$ cat src/rtl/itch_pkg.sv
// Shared ITCH definitions: message constants, Add Order byte offsets, the
// encoder FSM state type, the parallel Add Order record and its byte mux.
package itch_pkg;

  // Message type and side codes (ASCII)
  localparam logic [7:0] ITCH_TYPE_ADD = 8'h41;  // 'A'
  localparam logic [7:0] ITCH_BUY      = 8'h42;  // 'B'
  localparam logic [7:0] ITCH_SELL     = 8'h53;  // 'S'

  // Add Order length in bytes, type byte included
  localparam int ADD_ORDER_LEN = 26;

  // Byte offset of the first (most significant) byte of each field
  localparam int OFS_ORDER_REF = 1;
  localparam int OFS_SIDE      = 9;
  localparam int OFS_SHARES    = 10;
  localparam int OFS_STOCK     = 14;
  localparam int OFS_PRICE     = 22;

  // Byte index width; covers message lengths up to 63 bytes
  localparam int IDX_W = 6;

  // Encoder FSM states
  typedef enum logic [1:0] {
    ST_IDLE = 2'd0,
    ST_SEND = 2'd1,
    ST_GAP  = 2'd2
  } enc_state_t;

  // Parallel Add Order record as captured from the input port
  typedef struct packed {
    logic [63:0] order_ref;
    logic        buy_sell;
    logic [31:0] shares;
    logic [63:0] stock_symbol;
    logic [31:0] price;
  } add_order_t;

  // Big-endian byte mux: returns byte 'idx' of the serialised Add Order.
  // Any index past the Add Order body reads as 0x00, which pads messages
  // configured longer than the standard 26 bytes.
  function automatic logic [7:0] add_order_byte(input add_order_t       rec,
                                                input logic [IDX_W-1:0] idx);
    int         i;
    logic [7:0] b;
    i = int'(idx);
    b = 8'h00;
    if (i == 0) begin
      b = ITCH_TYPE_ADD;
    end else if (i < OFS_SIDE) begin
      b = rec.order_ref[8*(OFS_SIDE-1-i) +: 8];
    end else if (i == OFS_SIDE) begin
      b = rec.buy_sell ? ITCH_BUY : ITCH_SELL;
    end else if (i < OFS_STOCK) begin
      b = rec.shares[8*(OFS_STOCK-1-i) +: 8];
    end else if (i < OFS_PRICE) begin
      b = rec.stock_symbol[8*(OFS_PRICE-1-i) +: 8];
    end else if (i < ADD_ORDER_LEN) begin
      b = rec.price[8*(ADD_ORDER_LEN-1-i) +: 8];
    end
    return b;
  endfunction

endpackage

$ cat src/rtl/itch_byte_serializer.sv
// Generic byte-index sequencer for a fixed-length frame on a ready/valid
// stream. It owns the valid bit, the current byte index and the start/end
// flags; the instantiating block owns the data register and reloads it
// whenever 'load' is high, using 'load_idx' to select the next byte.
//
// Handshake: a byte transfers on a rising edge where valid && ready_in.
// Once valid is raised it stays high until the last byte transfers, and
// while ready_in is low the index and both flags hold, so the presented
// byte and its framing stay stable for the whole stall.
module itch_byte_serializer #(
  parameter int LEN   = 26,
  parameter int IDX_W = 6
) (
  input  logic             clk,
  input  logic             rst_n,
  input  logic             start,
  input  logic             ready_in,
  output logic             valid,
  output logic             start_flag,
  output logic             end_flag,
  output logic             load,
  output logic [IDX_W-1:0] load_idx,
  output logic             last_xfer
);

  localparam logic [IDX_W-1:0] LAST_IDX = IDX_W'(LEN - 1);

  logic [IDX_W-1:0] idx;
  logic             xfer;
  logic             at_last;
  logic             begin_frame;

  assign xfer        = valid && ready_in;
  assign at_last     = (idx == LAST_IDX);
  assign last_xfer   = xfer && at_last;
  // A new frame can only begin once the previous one has fully drained.
  assign begin_frame = start && !valid;
  // The data register must be refilled when a frame begins and after every
  // accepted byte except the final one.
  assign load        = begin_frame || (xfer && !at_last);
  assign load_idx    = valid ? (idx + 1'b1) : '0;

  // Index, valid and framing flags; everything holds while ready_in is low
  always_ff @(posedge clk or negedge rst_n) begin
    if (!rst_n) begin
      valid      <= 1'b0;
      idx        <= '0;
      start_flag <= 1'b0;
      end_flag   <= 1'b0;
    end else if (begin_frame) begin
      valid      <= 1'b1;
      idx        <= '0;
      start_flag <= 1'b1;
      end_flag   <= 1'b0;
    end else if (xfer) begin
      if (at_last) begin
        valid      <= 1'b0;
        idx        <= '0;
        start_flag <= 1'b0;
        end_flag   <= 1'b0;
      end else begin
        idx        <= idx + 1'b1;
        start_flag <= 1'b0;
        end_flag   <= ((idx + 1'b1) == LAST_IDX);
      end
    end
  end

endmodule

$ cat src/rtl/add_order_encoder.sv
// Serialising ITCH Add Order encoder. One parallel record is accepted per
// enc_valid/enc_ready handshake and sent as a MSG_LEN-byte big-endian
// stream with start/end framing and a length side-band on byte 0.
//
// Input handshake: a record is taken on a rising edge where
// enc_valid && enc_ready; enc_ready is high only in IDLE, so enc_valid in
// any other state is ignored. Output handshake: a byte transfers on a rising
// edge where payload_valid_out && payload_ready_in; while payload_ready_in
// is low, data, flags and length side-band hold.
module add_order_encoder
  import itch_pkg::*;
#(
  parameter int MSG_LEN = ADD_ORDER_LEN,
  parameter int GAP_CYC = 0,
  parameter int CNT_W   = 16
) (
  input  logic             clk,
  input  logic             rst_n,
  input  logic             enc_valid,
  output logic             enc_ready,
  input  logic [63:0]      order_ref,
  input  logic             buy_sell,
  input  logic [31:0]      shares,
  input  logic [63:0]      stock_symbol,
  input  logic [31:0]      price,
  output logic [7:0]       payload_out,
  output logic             payload_valid_out,
  input  logic             payload_ready_in,
  output logic             start_flag_out,
  output logic             end_flag_out,
  output logic [5:0]       expected_length_out,
  output logic             length_valid_out,
  output logic [CNT_W-1:0] msg_count
);

  // Last cycle of the inter-message gap; unused when GAP_CYC is 0
  localparam logic [3:0] GAP_LAST = 4'(GAP_CYC - 1);

  enc_state_t       state;
  add_order_t       held;
  add_order_t       in_rec;
  add_order_t       src_rec;
  logic [3:0]       gap_cnt;
  logic             accept;
  logic             load;
  logic [IDX_W-1:0] load_idx;
  logic             last_xfer;

  assign in_rec = '{order_ref:    order_ref,
                    buy_sell:     buy_sell,
                    shares:       shares,
                    stock_symbol: stock_symbol,
                    price:        price};

  assign enc_ready = (state == ST_IDLE);
  assign accept    = enc_ready && enc_valid;

  // Byte 0 is loaded in the handshake cycle, before the holding register
  // has the new record, so the mux reads the live inputs in that cycle.
  assign src_rec = accept ? in_rec : held;

  itch_byte_serializer #(
    .LEN   (MSG_LEN),
    .IDX_W (IDX_W)
  ) u_serializer (
    .clk        (clk),
    .rst_n      (rst_n),
    .start      (accept),
    .ready_in   (payload_ready_in),
    .valid      (payload_valid_out),
    .start_flag (start_flag_out),
    .end_flag   (end_flag_out),
    .load       (load),
    .load_idx   (load_idx),
    .last_xfer  (last_xfer)
  );

  // Output byte register: refilled on each advance, cleared after the frame
  always_ff @(posedge clk or negedge rst_n) begin
    if (!rst_n) begin
      payload_out <= 8'h00;
    end else if (load) begin
      payload_out <= add_order_byte(src_rec, load_idx);
    end else if (last_xfer) begin
      payload_out <= 8'h00;
    end
  end

  // Length side-band: raised with byte 0, dropped once byte 0 is accepted
  always_ff @(posedge clk or negedge rst_n) begin
    if (!rst_n) begin
      length_valid_out    <= 1'b0;
      expected_length_out <= 6'd0;
    end else if (accept) begin
      length_valid_out    <= 1'b1;
      expected_length_out <= 6'(MSG_LEN);
    end else if (payload_valid_out && payload_ready_in) begin
      length_valid_out    <= 1'b0;
      expected_length_out <= 6'd0;
    end
  end

  // Control FSM: record capture, send tracking, inter-message gap, counter
  always_ff @(posedge clk or negedge rst_n) begin
    if (!rst_n) begin
      state     <= ST_IDLE;
      held      <= '0;
      gap_cnt   <= 4'd0;
      msg_count <= '0;
    end else begin
      case (state)
        ST_IDLE: begin
          if (enc_valid) begin
            held  <= in_rec;
            state <= ST_SEND;
          end
        end
        ST_SEND: begin
          if (last_xfer) begin
            msg_count <= msg_count + 1'b1;
            if (GAP_CYC > 0) begin
              state   <= ST_GAP;
              gap_cnt <= 4'd0;
            end else begin
              state <= ST_IDLE;
            end
          end
        end
        ST_GAP: begin
          if (gap_cnt == GAP_LAST) begin
            state <= ST_IDLE;
          end else begin
            gap_cnt <= gap_cnt + 1'b1;
          end
        end
        default: begin
          state <= ST_IDLE;
        end
      endcase
    end
  end

endmodule
$ cat config.mk
export PLATFORM = sky130hd
export DESIGN_NAME = add_order_encoder
export DESIGN_NICKNAME = d
export VERILOG_FILES = /design/src/rtl/itch_pkg.sv /design/src/rtl/itch_byte_serializer.sv /design/src/rtl/add_order_encoder.sv
export SDC_FILE = /design/constraint.sdc
export NUM_CORES = 1
export LEC_CHECK = 0
export BUFFER_PORTS_ARGS = -buffer_cell sky130_fd_sc_hd__buf_2
export CAP_MARGIN = 10
export CORE_AREA = 2 2 169 130
export DETAILED_ROUTE_END_ITERATION = 12
export DIE_AREA = 0 0 171 132
export GPL_ROUTABILITY_DRIVEN = 1
export HOLD_SLACK_MARGIN = 0.03
export PLACE_DENSITY = 0.87
export SKIP_CTS_REPAIR_TIMING = 1
export SLEW_MARGIN = 20
export SYNTH_ARGS = -nofsm -noshare
export SYNTH_HDL_FRONTEND = slang
export SYNTH_SLANG_ARGS = --single-unit
$ cat constraint.sdc
create_clock -name clk -period 5.4 [get_ports clk]
set_input_delay 1.08 -clock clk [delete_from_list [all_inputs] [get_ports clk]]
set_output_delay 1.08 -clock clk [all_outputs]
set_load 0.005 [all_outputs]
# Yosys cells after proc, flatten, opt, wreduce, memory -nomap -nowiden
# Cells that the tools add are included.
# totals
reg_bits	239
in_bits	197
out_inout_bits	35
word_cells	88
# classes
addsub	7
order_cmp	4
n_eq_ne	9
n_shift	4
muxes	29
bitwise	1
n_reduce_logical	19
# ops
operator	n
193-bit two-way mux	1
64-bit by 10-bit indexed part select with 8-bit output	2
8-bit two-way mux	8
32-bit by 10-bit indexed part select with 8-bit output	2
6-bit two-way mux	6
6-bit by 5-bit equality test with 1-bit output (second input constant)	3
16-bit by 1-bit adder with 16-bit output (second input constant)	1
4-bit by 6-bit subtractor with 7-bit output (first input constant)	2
5-bit by 6-bit subtractor with 7-bit output (first input constant)	2
6-bit by 4-bit < comparator with 1-bit output (second input constant)	2
6-bit by 5-bit < comparator with 1-bit output (second input constant)	2
1-bit two-way mux	9
2-bit AND reduction	4
2-bit nonzero test	4
6-bit by 1-bit adder with 6-bit output (second input constant)	1
6-bit zero test	1
2-bit two-way mux	3
2-bit != test (second input constant)	3
2-bit case mux with 3 select lines	1
1-bit logical AND	5
5-bit two-way mux	1
4-bit by 1-bit adder with 4-bit output (second input constant)	1
4-bit equality test (second input constant)	1
3-bit AND reduction	1
6 further kinds	7

# Logic depth before layout (Yosys ltp)
# depth
depth_word	11
mapped_depth	18
depth_no_buf	11

# Hierarchy
# From an unflattened synthesis, not the netlist that was laid out.
# unflattened
cells_unflattened	988
hier_area_um2	11074.4
# modules_own_cells
module	n_inst	cells_each	area_per_inst_um2	seq_area_each_um2
add_order_encoder	1	911	10401.2	5480.3
itch_byte_serializer	1	77	673.1	225.2

# Worst setup path after synthesis
# Ideal clock, no wire load.
# synth_path
path_kind	register -> register
startpoint	register u_serializer.idx[0]
endpoint	register payload_out[1]
setup_time_ns	0.094
arrival_ns	3.982
t_required_ns	5.306
slack_ns	1.324
stages_incl_launch_ff	18
n_path_buf	7
synth_period_minus_slack_ns	4.076
path_cell_list	dfrtp_1 -> inv_2 -> clkbuf_1 -> buf_1 -> ha_1 -> and2_1 -> buf_4 -> clkbuf_1 -> clkbuf_1 -> ha_1 -> buf_1 -> inv_1 -> or3_1 -> a311oi_1 -> and2_1 -> clkbuf_1 -> a211oi_1 -> a211oi_1
# synth_via
elab_chain_len	11
elab_cells_between_ends	29
classes_between	add/sub (5); order compare (4); eq/ne (2); shift (4); mux (8); reduce/logical (6)
# synth_rtl
element	line	text
start: declaration	itch_byte_serializer.sv:28	logic [IDX_W-1:0] idx;
start signal: assignment	itch_byte_serializer.sv:62	idx <= idx + 1'b1;
6-bit by 1-bit adder with 6-bit output	itch_byte_serializer.sv:41	assign load_idx = valid ? (idx + 1'b1) : '0;
6-bit two-way mux	itch_byte_serializer.sv:41	
5-bit by 6-bit subtractor with 7-bit output	itch_pkg.sv:59	b = rec.price[8*(ADD_ORDER_LEN-1-i) +: 8];
32-bit by 10-bit indexed part select with 8-bit output	itch_pkg.sv:59	
8-bit two-way mux	itch_pkg.sv:58	end else if (i < ADD_ORDER_LEN) begin
8-bit two-way mux	itch_pkg.sv:56	end else if (i < OFS_PRICE) begin
8-bit two-way mux	itch_pkg.sv:54	end else if (i < OFS_STOCK) begin
8-bit two-way mux	itch_pkg.sv:52	end else if (i == OFS_SIDE) begin
8-bit two-way mux	itch_pkg.sv:50	end else if (i < OFS_SIDE) begin
8-bit two-way mux	itch_pkg.sv:48	if (i == 0) begin
8-bit two-way mux	add_order_encoder.sv:82	end else if (load) begin
end signal: assignment	add_order_encoder.sv:83	payload_out <= add_order_byte(src_rec, load_idx);
end: declaration	add_order_encoder.sv:26	output logic [7:0] payload_out,
# Parallel ways exist; a longest one is shown, timed or not.
# A chain may end at the register's enable or synchronous reset.

# Worst setup path in the final report
# layout_path
startpoint	register u_serializer.idx[0]
endpoint	register payload_out[0]
# Same word-level chain as after synthesis.

==> flow_metrics.env <==
export IMPL_cts_root_to_sink_buffers=3
export IMPL_coreArea_mm2=0.0208
export IMPL_effective_utilization_at_floorplan_pct=54.3
export IMPL_drv_cap=0
export IMPL_place_port_buffers=228
export IMPL_initialDrtViolationCount=880
export IMPL_antenna_left=0
export IMPL_multi_input_gate_area_mm2=0.00523
export IMPL_post_synth_cell_area_avg_um2=11.5
export IMPL_globalRouteOverflowTotal=0
export IMPL_clock_sinks=228
export IMPL_timing_hold_worst_class="in -> async"
export IMPL_synth_edf_count=0
export IMPL_worst_slew_pin_slew_ns=1.12
export IMPL_layout_min_cycle_time_ns=4.20
export IMPL_routability_congestion=0.964
export IMPL_netlist_cell_type_count=73
export IMPL_timing_critical_path_arrival_ns=4.58
export IMPL_post_route_period_util_pct=77.9
export IMPL_synth_area_leader_cell="sky130_fd_sc_hd__dfrtp_1"
export IMPL_area_sequential_mm2=0.00571
export IMPL_synth_seq_area_share_pct=50.4
export IMPL_dieWidth_um=171
export IMPL_dr_total_vias=8763
export IMPL_cellPowerDensity_mw_per_mm2=366
export IMPL_pre_cts_setup_slack_ns=1.30
export IMPL_finalSetupViolations=0
export IMPL_run_status="complete, no violations"
export IMPL_hpwl_um=22100
export IMPL_worst_ir_drop_vdd_uv=251
export IMPL_netlist_area_mm2=0.0113
export IMPL_routed_wirelength_um=30600
export IMPL_slew_violations=0
export IMPL_fillCellCount=1637
export IMPL_synth_area_top_cells="sky130_fd_sc_hd__dfrtp_1 50%, sky130_fd_sc_hd__mux2_2 8.2%, sky130_fd_sc_hd__mux2_1 7.5%, sky130_fd_sc_hd__nand2_1 6.5%, sky130_fd_sc_hd__mux4_2 6.4%"
export IMPL_cts_buffers=23
export IMPL_syn_to_final_growth_pct=18.3
export IMPL_die_area_mm2=0.0226
export IMPL_netlist_instances=988
export IMPL_clk_insertion_delay_late_ns=0.51
export IMPL_timing_critical_path_required_ns=5.78
export IMPL_cts_clk_slew_worst_paths_ns=0.06
export IMPL_ff2ff_path_depth=13
export IMPL_cp_max_fo=40
export IMPL_height_of_the_die_um=132
export IMPL_fraction_of_final_layout_cells_with_drive_strength_greater_than_1_pct=33.7
export IMPL_first_global_vias=8622
export IMPL_skew_ns=0.00815
export IMPL_fp_row_count=46
export IMPL_setup_tns_final_ns=0
export IMPL_rsz0062_at_grt="no"
export IMPL_yosysWarningCount=0
export IMPL_cts_htree_levels=1
export IMPL_nNetsFinal=1393
export IMPL_async_set_reset_flop_share_out_of_synthesis_pct=100
export IMPL_yosys_register_bits=228
export IMPL_hold_violations=0
export IMPL_power_leakage_nw=6.35
export IMPL_drt_wirelength_per_cell_um=20.5
export IMPL_slew_headroom_pct=25.3
export IMPL_globalRouteTotalUtil_pct=27.2
export IMPL_fmaxAchievable_ghz=0.238
export IMPL_timing_final_ws_setup_ns=1.20
export IMPL_grt_pass1_wl_um=47800
export IMPL_antenna_violations_before_repair=5
export IMPL_synth_ff_type="sky130_fd_sc_hd__dfrtp_1"
export IMPL_netlist_area_leader_share_pct=50.4
export IMPL_floorplan_io_pins=232
export IMPL_clock_tree_root_buffer_cell="sky130_fd_sc_hd__clkbuf_16"
export IMPL_drt_first_pass_iters=5
export IMPL_crit_type="reg -> reg"
export IMPL_setup_worst_path_start_class="register"
export IMPL_cts_tree="yes"
export IMPL_drcViolationCount=0
export IMPL_cp_end_kind="register"
export IMPL_pin_count_of_the_biggest_net_entering_global_routing=140
export IMPL_post_drt_via_cell_ratio=5.89
layer usage:
metal | part of all wire, % | GRT usage (%)
met5 | 0.19 | 0
met2 | 43 | 39.5
met1 | 44 | 40.9
met3 | 11 | 8.02
met4 | 2.1 | 5.79
where the power goes:
group / leakage, nW / internal [mW] / total [mW] / switching [mW]
Sequential: 2.87 / 1.91 / 2.01 / 0.105
Combinational: 3.12 / 0.564 / 1.33 / 0.766
Clock: 0.361 / 0.924 / 1.56 / 0.634
Total: 6.35 / 3.40 / 4.90 / 1.51
state kept, by name (all words and copies together), names as in the netlist:
| register | flops |
|---|---|
| held | 193 |
| u_serializer.end_flag | 1 |
| msg_count | 16 |
| u_serializer.start_flag | 1 |
| state | 1 |
| u_serializer.valid | 1 |
| u_serializer.idx | 6 |
| expected_length_out | 1 |
| payload_out | 8 |
per-stage QoR:
| stage | util [%] | total power [mW] | instances | hold WS (ns) | area, um2 |
|---|---|---|---|---|---|
| 2_1_floorplan | - | 2.89 | 990 | 0.436 | 11300 |
| 3_3_place_gp | 60.6 | 3.30 | 1450 | 0.448 | 12600 |
| 3_5_place_dp | 60.6 | 3.33 | 1450 | 0.458 | 12600 |
| 4_1_cts | 64.0 | 4.90 | 1487 | 0.472 | 13300 |
| 5_1_grt | 64.2 | 5.13 | 1488 | 0.472 | 13400 |
| 6_report | 64.2 | 4.90 | 1489 | 0.454 | 13400 |
cells in the mapped netlist, drive strengths merged (3+ instances only):
library cell and number:
a31oi 4, a22o 6, nor2 61, nand4 6
or3 12, a22oi 4, o211ai 11, xor2 8
a211oi 6, a21oi 12, nor3 4, and2 5
xnor2 16, nand2 195, o221ai 10, mux4 32
and3 4, o2bb2ai 3, clkbuf 19, nand3 24
dfrtp 228, o21ai 13, a221oi 4, nor4 3
buf 50, a21boi 3, ha 8, nand2b 5
o22ai 6, inv 13, mux2i 4, mux2 157
o31ai 11
worst paths after layout:
kind / startpoint / endpoint / slack [ns]
max: u_serializer.idx[0] / payload_out[0] / 1.20
min: rst_n / held[76] / 0.45
max reg2reg: u_serializer.idx[0] / payload_out[0] / 1.20
min reg2reg: msg_count[15] / msg_count[15] / 0.47
max in group asynchronous: rst_n / msg_count[12] / 4.12
min in group clk: msg_count[15] / msg_count[15] / 0.47
cells by family (layout without fill, tap and decap cells):
| logic type | Yosys count | in the layout | synth area share, % |
|---|---|---|---|
| buf+inv | 83 | 293 | 3.63 |
| simple gates | 333 | 333 | 12.8 |
| other cells | 1 | 4 | 0.0331 |
| xor+xnor | 24 | 24 | 1.86 |
| flops | 228 | 228 | 50.4 |
| compound gates | 118 | 118 | 8.05 |
| fa+ha+maj | 8 | 8 | 0.885 |
| mux | 193 | 193 | 22.4 |
worst max-delay path: stages, from the launching register on:
cell and delay, ns:
sky130_fd_sc_hd__dfrtp_1 0.36, sky130_fd_sc_hd__buf_4 0.20, sky130_fd_sc_hd__inv_2 0.39, sky130_fd_sc_hd__ha_1 0.41, sky130_fd_sc_hd__and2_2 0.26, sky130_fd_sc_hd__buf_4 0.28, sky130_fd_sc_hd__ha_1 0.68, sky130_fd_sc_hd__clkinv_1 0.43
sky130_fd_sc_hd__mux4_2 0.37, sky130_fd_sc_hd__nand2_1 0.08, sky130_fd_sc_hd__o311a_1 0.15, sky130_fd_sc_hd__a21oi_1 0.04, sky130_fd_sc_hd__a211oi_1 0.30, sky130_fd_sc_hd__o22ai_1 0.11
area by class of cell:
class                           instances  area share, %
Inverter                               14          0.411
Tap cell                              288           2.69
Antenna cell                            1         0.0187
Sequential cell                       228           42.6
Clock buffer                           31           4.83
Clock inverter                          6          0.598
Timing Repair Buffer                  242           9.73
Multi-Input combinational cell        679           39.1
layout by cell type, fill, tap and decap left out, types with 6 or more instances in the layout:
master and instances:
sky130_fd_sc_hd__inv_1 9, sky130_fd_sc_hd__a21oi_1 12, sky130_fd_sc_hd__o22ai_1 6, sky130_fd_sc_hd__o221ai_1 10
sky130_fd_sc_hd__mux4_2 32, sky130_fd_sc_hd__o21ai_0 9, sky130_fd_sc_hd__mux2_1 75, sky130_fd_sc_hd__buf_2 227
sky130_fd_sc_hd__clkbuf_16 23, sky130_fd_sc_hd__o31ai_1 10, sky130_fd_sc_hd__or3_1 12, sky130_fd_sc_hd__ha_1 8
sky130_fd_sc_hd__buf_4 11, sky130_fd_sc_hd__xnor2_1 15, sky130_fd_sc_hd__mux2_2 82, sky130_fd_sc_hd__nand4_1 6
sky130_fd_sc_hd__a22o_1 6, sky130_fd_sc_hd__o211ai_1 11, sky130_fd_sc_hd__nand2_1 194, sky130_fd_sc_hd__xor2_1 8
sky130_fd_sc_hd__dfrtp_1 228, sky130_fd_sc_hd__nor2_1 60, sky130_fd_sc_hd__nand3_1 23, sky130_fd_sc_hd__a211oi_1 6
Power figures use the tool's default switching activity.
